`src/rtl/uart_prog_loader.sv`:
```
// UART 8N1 receiver and sequential 32-bit instruction loader (little-endian byte assembly).
// Optional macro PROG_TIMEOUT_EN adds an inter-byte timeout that drops a stalled partial word.
`timescale 1ns/1ps
module uart_prog_loader #(
    parameter int unsigned CLKS_PER_BIT = 87,
    parameter int unsigned WORD_COUNT   = 65,
    parameter int unsigned ADDR_W       = 14,
    parameter int unsigned TIMEOUT_BITS = 40
) (
    input  logic              clk_i,
    input  logic              rst_ni,
    input  logic              en_i,
    input  logic              rx_i,
    output logic              ready_o,
    output logic              we_o,
    output logic [ADDR_W-1:0] addr_o,
    output logic [31:0]       wdata_o,
    output logic              done_o,
    output logic              frame_err_o,
    output logic              timeout_o
);

    localparam int unsigned CNT_W = $clog2(CLKS_PER_BIT);
    localparam int unsigned HALF  = CLKS_PER_BIT / 2;

    typedef enum logic [1:0] {S_IDLE, S_START, S_DATA, S_STOP} state_e;

    logic              rx_meta_q, rxs_q, rxs_prev_q;
    state_e            state_q;
    logic [CNT_W-1:0]  cnt_q;
    logic [2:0]        bit_q;
    logic [7:0]        shift_q;
    logic [1:0]        lane_q;
    logic [ADDR_W-1:0] word_q;
    logic              we_q;
    logic [ADDR_W-1:0] addr_q;
    logic [31:0]       wdata_q;
    logic              done_q, done_d;
    logic              ready_q;
    logic              ferr_q;
    logic              bit_end_c, byte_ok_c, last_wr_c;

`ifdef PROG_TIMEOUT_EN
    localparam int unsigned TO_LIMIT = TIMEOUT_BITS * CLKS_PER_BIT;
    localparam int unsigned TO_W     = $clog2(TO_LIMIT + 1);
    logic [TO_W-1:0] to_cnt_q;
    logic            timeout_q;
`endif

    // Two-flop synchroniser plus one delayed copy for start-edge detection
    always_ff @(posedge clk_i or negedge rst_ni) begin
        if (!rst_ni) begin
            rx_meta_q  <= 1'b1;
            rxs_q      <= 1'b1;
            rxs_prev_q <= 1'b1;
        end else begin
            rx_meta_q  <= rx_i;
            rxs_q      <= rx_meta_q;
            rxs_prev_q <= rxs_q;
        end
    end

    always_comb begin
        bit_end_c = (cnt_q == CNT_W'(CLKS_PER_BIT - 1));
        byte_ok_c = (state_q == S_STOP) && bit_end_c && rxs_q;
        last_wr_c = we_q && (addr_q == ADDR_W'(WORD_COUNT - 1));
        done_d    = done_q | last_wr_c;
    end

    always_ff @(posedge clk_i or negedge rst_ni) begin
        if (!rst_ni) begin
            state_q <= S_IDLE;
            cnt_q   <= '0;
            bit_q   <= '0;
            shift_q <= '0;
            lane_q  <= '0;
            word_q  <= '0;
            we_q    <= 1'b0;
            addr_q  <= '0;
            wdata_q <= '0;
            done_q  <= 1'b0;
            ready_q <= 1'b0;
            ferr_q  <= 1'b0;
`ifdef PROG_TIMEOUT_EN
            to_cnt_q  <= '0;
            timeout_q <= 1'b0;
`endif
        end else if (!en_i) begin
            state_q <= S_IDLE;
            cnt_q   <= '0;
            bit_q   <= '0;
            lane_q  <= '0;
            word_q  <= '0;
            we_q    <= 1'b0;
            done_q  <= 1'b0;
            ready_q <= 1'b0;
            ferr_q  <= 1'b0;
`ifdef PROG_TIMEOUT_EN
            to_cnt_q  <= '0;
            timeout_q <= 1'b0;
`endif
        end else begin
            we_q    <= 1'b0;
            done_q  <= done_d;
            ready_q <= !done_d;
            if (!done_q) begin
                case (state_q)
                    S_IDLE: begin
                        if (rxs_prev_q && !rxs_q) begin
                            state_q <= S_START;
                            cnt_q   <= '0;
                        end
                    end
                    S_START: begin
                        if (cnt_q == CNT_W'(HALF)) begin
                            cnt_q   <= '0;
                            bit_q   <= '0;
                            state_q <= rxs_q ? S_IDLE : S_DATA;
                        end else begin
                            cnt_q <= cnt_q + CNT_W'(1);
                        end
                    end
                    S_DATA: begin
                        if (bit_end_c) begin
                            cnt_q   <= '0;
                            shift_q <= {rxs_q, shift_q[7:1]};
                            bit_q   <= bit_q + 3'd1;
                            if (bit_q == 3'd7) state_q <= S_STOP;
                        end else begin
                            cnt_q <= cnt_q + CNT_W'(1);
                        end
                    end
                    S_STOP: begin
                        if (bit_end_c) begin
                            cnt_q   <= '0;
                            state_q <= S_IDLE;
                            if (rxs_q) begin
                                wdata_q[{lane_q, 3'b000} +: 8] <= shift_q;
                                lane_q <= lane_q + 2'd1;
                                if (lane_q == 2'd3) begin
                                    we_q   <= 1'b1;
                                    addr_q <= word_q;
                                    word_q <= word_q + ADDR_W'(1);
                                end
                            end else begin
                                ferr_q <= 1'b1;
                            end
                        end else begin
                            cnt_q <= cnt_q + CNT_W'(1);
                        end
                    end
                    default: state_q <= S_IDLE;
                endcase
`ifdef PROG_TIMEOUT_EN
                // Timer overrides the FSM so a stalled partial word is abandoned
                if (byte_ok_c || (lane_q == 2'd0 && state_q == S_IDLE)) begin
                    to_cnt_q <= '0;
                end else if (to_cnt_q == TO_W'(TO_LIMIT - 1)) begin
                    to_cnt_q  <= '0;
                    timeout_q <= 1'b1;
                    lane_q    <= '0;
                    state_q   <= S_IDLE;
                end else begin
                    to_cnt_q <= to_cnt_q + TO_W'(1);
                end
`endif
            end
        end
    end

    assign ready_o     = ready_q;
    assign we_o        = we_q;
    assign addr_o      = addr_q;
    assign wdata_o     = wdata_q;
    assign done_o      = done_q;
    assign frame_err_o = ferr_q;
`ifdef PROG_TIMEOUT_EN
    assign timeout_o   = timeout_q;
`else
    // No timer in this build; the parameter only feeds a constant-false term
    assign timeout_o   = 1'b0 && (TIMEOUT_BITS != 0);
`endif

endmodule
```
`config.mk`:
```
export PLATFORM = sky130hd
export DESIGN_NAME = uart_prog_loader
export DESIGN_NICKNAME = d
export VERILOG_FILES = /design/src/rtl/uart_prog_loader.sv
export SDC_FILE = /design/constraint.sdc
export NUM_CORES = 1
export LEC_CHECK = 0
export CELL_PAD_IN_SITES_DETAIL_PLACEMENT = 0
export CELL_PAD_IN_SITES_GLOBAL_PLACEMENT = 1
export CORE_MARGIN = 2
export CORE_UTILIZATION = 35
export DETAILED_ROUTE_END_ITERATION = 8
export PLACE_DENSITY_LB_ADDON = 0.12
export SETUP_SLACK_MARGIN = 0.15
export SLEW_MARGIN = 5
export SYNTH_ARGS = -nofsm -noshare
export SYNTH_HDL_FRONTEND = slang
export SYNTH_SLANG_ARGS = --single-unit
export TNS_END_PERCENT = 50
```
`constraint.sdc`:
```
create_clock -name clk_i -period 2.6 [get_ports clk_i]
set_input_delay 0.39 -clock clk_i [delete_from_list [all_inputs] [get_ports clk_i]]
set_output_delay 0.39 -clock clk_i [all_outputs]
set_load 0.01 [all_outputs]
```
* Yosys cells after proc, flatten, opt, wreduce, memory -nomap -nowiden
Cells that the tools add are included.
Widths: inputs -> output; s select.
** Word-level totals
- Register bits :: 89
- Input bits :: 4
** Cells by class
- Add/subtract/negate cells :: 5
- Equality and inequality tests :: 20
- Shift operators :: 2
- Mux-type cells :: 45
- Bitwise gates (word level) :: 2
- Reductions and logical operators :: 15
** Operator list (number)
- $mux 14 :: 6
- $mux 7 :: 5
- $bwmux 32 :: 1
- $shift 8x7->32 const A :: 1
- $shiftx 8x7->32 :: 1
- $mux 2 :: 13
- $pmux 7 s3 :: 1
- $reduce_and 4->1 :: 4
- $ne 3x3->1 const B :: 5
- $add 14x1->14 const B :: 1
- $eq 14x7->1 const B :: 1
- $mux 1 :: 13
- $mux 3 :: 4
- $reduce_and 6->1 :: 2
- $reduce_and 5->1 :: 2
- $ne 2x1->1 const B :: 4
- $pmux 2 s4 :: 1
- $add 7x1->7 const B :: 1
- $eq 7x6->1 const B :: 1
- $eq 7x7->1 const B :: 1
- $neg 5->7 :: 1
- $eq 2x2->1 const B :: 3
- $pmux 3 s2 :: 1
- $ne 2x2->1 const B :: 2
- other kinds (12) :: 14

* Depth between registers and ports, before layout
- Depth in word-level cells :: 7
- Gate-level depth with buffers :: 8
- Gate-level depth less buffers :: 6

* Worst setup path after synthesis
No wires, ideal clock.
- Path kind :: register to register
- From :: register cnt_q[0]
- To :: register addr_q[10], in the netlist addr_o[10]
- Arrival time :: 1.867 ns
- Required time :: 2.475 ns
- Path slack :: 0.608 ns
- Stages on the path, launching flop included :: 9
- Buffers on the path :: 2
- Period minus slack after synthesis :: 1.992 ns
- Cells stage by stage :: dfrtp_1 -> inv_1 -> ha_1 -> and4b_1 -> nand3_1 -> or3_1 -> buf_2 -> buf_6 -> mux2_4
** On the way
- Word-level cells in the longest chain between the ends :: 2
** Ends and longest elaborated chain
- start, declared :: line 30 : logic [CNT_W-1:0] cnt_q;
- start signal, assigned :: line 120 : cnt_q <= cnt_q + CNT_W'(1);
- start signal, assigned :: line 130 : cnt_q <= cnt_q + CNT_W'(1);
- start signal, assigned :: line 149 : cnt_q <= cnt_q + CNT_W'(1);
- $eq 7x7->1 :: line 64 : bit_end_c = (cnt_q == CNT_W'(CLKS_PER_BIT - 1));
- $reduce_and 6->1 (no line)
- end signal, assigned :: line 142 : addr_q <= word_q;
- end, declared :: line 36 : logic [ADDR_W-1:0] addr_q;
No other way between the ends.
A chain may end at the register's enable or synchronous reset.

* Worst setup path in the final report
- From :: register cnt_q[0]
- To :: register addr_q[8], in the netlist addr_o[8]
The elaborated chain is that of the path after synthesis.

==> results by group <==
Die
  • Num rows: 41
  • Initial Utilization: 35.53%
  • Die ar.: between 0.01 and 0.015 sq mm
  • Core ar.: 0.01247 sq mm
  • Die Width: about 120 um
  • Chip Height: 116.5 um
  • Top-Level Pins: 55

Setup path
  • CP max-delay cell: dfrtp_1
  • Startpoint type of the worst setup path: flop
  • Setup CP Type: reg2reg
  • Crit path cell chain: inv_1 -> ha_1 -> and4b_1 -> nand3_1 -> or3_1 -> buf_4 -> mux2_4
  • Crit-path max FO: 22
  • Setup crit end kind: flop
  • CP top delay family: simple AND/OR/NAND/NOR gates
  • WP data required: approximately 2.8 ns
  • Critical path buffer and inverter count: 2
  • Max incr delay on CP: 0.41 ns
  • Worst EP arrival: 2.49 ns

Timing
  • Worst slew pin tran: 0.9690 ns
  • Max frequency: 0.4436 GHz
  • Slew margin rel.: 34.96%
  • Crit share post-route: between 80% and 90%
  • Clk_skew: 0.009239 ns
  • Final setup viols: 0
  • Final Critical Period: 2.254 ns
  • RSZ-0062 raised after global routing: false
  • Final hold violations: 0
  • Post-Route Setup TNS: 0 ns
  • Max-slew violations: 0

Min path
  • Hold WC Path Type: in2async

Logic synthesis
  • Post-synthesis adder-cell area fraction: 2.825%
  • Async set-reset flop share out of synthesis: 100.0%
  • Biggest area consumer among synthesized cells: dfrtp_1
  • Predominant post-synthesis flop cell: dfrtp_1
  • Cell Area, Synth: ~0.0044 sq mm
  • Post-Syn Nets: 432
  • Synthesized area per cell: 10.60 sq um
  • Main combinational cell family by area after synthesis: simple AND/OR/NAND/NOR gates
  • Compound-Gate Fraction of Synth Area: 9.435%
  • Synth area leaders: dfrtp_1 (49%), mux2i_1 (8.1%), nand2_1 (5.0%)
  • Mapped Cells: 418
  • Syn. warnings: 0
  • Post-synth EDFFs: 0
  • Synth cell count leaders: dfrtp_1 (86), nand2_1 (59), inv_1 (40)
  • Synth Area in Simple Gates: ~17%
  • Yosys reg bits: 89
  • Synth Area in XOR/XNOR: 0%
  • Count leader, synth: dfrtp_1
  • Mux contribution to synthesized area: 14.75%
  • Netlist cell types: 54
  • Top-area cell type share of the netlist area: 48.59%
  • Post-synthesis sequential area ratio: 50.37%

Detailed routing
  • DRC viols: 0
  • Vias per cell: 5.049
  • Iter 0 DRT Violations: 204
  • Final WL: 10,360 um
  • WL per Instance: 15.85 um
  • Drt pass-1 iters: 4
  • Total number of vias: 3,302
  • ANT nets after route: 0

CTS
  • CTS tree: built
  • Clock root buffer: clkbuf_16
  • Clk slew on worst S/H paths: approximately 0.070 ns
  • Post-CTS resize count: 0
  • CTS Sinks: 89
  • Clock Latency Late Sink: 0.35 ns
  • H-Tree Depth: 3
  • Cts hold-fix bufs: 0
  • Clock buffer depth: 2
  • Setup bufs post-CTS: 0
  • Num CTS Buffers: 9

Place
  • I/O Buffers: 53
  • Detail Placement HPWL: 7113 um
  • Gpl congestion: just under 0.8

Final layout
  • Layout cells sized above 1: 12.66%
  • Synth-to-layout area growth: 24.21%
  • Multi-input logic area: just under 0.002 sq mm
  • Final nets: 491
  • Diodes inserted: 0
  • Sequential Area: 0.002231 sq mm
  • Number of fill cells: 1,211

Global routing
  • Pin count of the biggest net entering global routing: 50
  • Grt total ovfl: 0
  • Global-route wire length before repair: ~17,000 um
  • All-layer global routing usage: approximately 16%
  • Number of global-route vias before repair: 3,295
  • Initial antenna violation count: 0

Pwr
  • Pleak: roughly 2.6 nW
  • Tot Pwr: around 2.9 mW
  • Peak supply drop: 0.3533 mV
  • PwrDens: 531.7 mW/mm^2

Outcome
  • Outcome: finished clean

Job
  • Max-cap violation count: 0
## logic make-up after synthesis
group           Yosys count
other cells               1
flops                    89
mux                      58
compound gates           60
simple gates            140
buf+inv                  60
fa+ha+maj                10
## registers in the layout, indices dropped and copies added, names as in the netlist, 2 cells and up
signal / cells
addr_o: 14
bit_q: 3
cnt_q: 7
lane_q: 2
shift_q: 8
state_q: 2
wdata_o: 32
word_q: 14
## stage by stage
stage / hold WS, ns / area, sq um / utilization, % / instances / setup WS [ns]
2_1_floorplan: 0.09441 / 4429 / - / 418 / 0.6076
5_1_grt: 0.1180 / 5502 / 44.13 / 654 / 0.1656
6_report: 0.05902 / 5502 / 44.13 / 654 / 0.3457
4_1_cts: 0.08911 / 5502 / 44.13 / 654 / 0.3234
3_3_place_gp: 0.3460 / 5176 / 41.52 / 638 / 0.2780
3_5_place_dp: 0.3468 / 5176 / 41.52 / 638 / 0.2072
## routing by layer
layer  global-route usage, %  up-vias  part of all wire (%)
met5                       0        -                     0
met4                   7.381        0                   2.1
met1                   23.49     1638                    51
met2                   24.15       54                    44
met3                   2.958       19                   2.8
li1                        -     1591                     -
## layout by cell type, fill, tap and decap left out, types with 2 or more instances in the layout
master and instances:
or3_1 5, nand3_1 10, nor3_1 5, clkdlybuf4s50_1 52, o211ai_1 7, clkinvlp_4 3, and3_1 2, inv_1 40
nor2_1 6, nor4b_1 3, nor4_1 3, and2_1 6, mux2_2 10, o2111ai_1 5, mux2i_1 36, mux2_4 12
o31ai_1 12, clkbuf_16 9, dfstp_2 3, dfrtp_1 86, or2_2 2, or4_1 12, bufinv_16 2, nand2b_1 4
a21oi_1 16, nand4_1 7, nand3b_1 2, nor3b_1 6, inv_6 2, buf_4 15, ha_1 10, nor2b_1 3
o21ai_0 7, nand2_1 59
## power by group
group          internal, mW  total, mW  leakage, nW  switching, mW
Sequential             1.39       1.40         1.06        0.00668
Clock                 0.850       1.45        0.149          0.598
Combinational        0.0193     0.0801         1.42         0.0608
## final timing paths
kind	from	end	slack (ns)	cells past startpoint
max	cnt_q[0]	addr_o[8]	0.35	7
min	rst_ni	word_q[2]	0.06	1
max reg2reg	cnt_q[0]	addr_o[8]	0.35	7
min reg2reg	rx_meta_q	rxs_q	0.36	0
max in group asynchronous	rst_ni	wdata_o[8]	1.73	2
min in group clk_i	rx_meta_q	rxs_q	0.36	0
## final cells by class
cell class,count,area share [%]
tap,172,3.912
clock buffer,9,4.094
multi-input combinational,269,35.32
clock inverter,7,1.819
sequential,89,40.55
inverter,41,2.797
timing repair buffer,67,11.51
No activity file was read; power rests on OpenSTA's default activity.
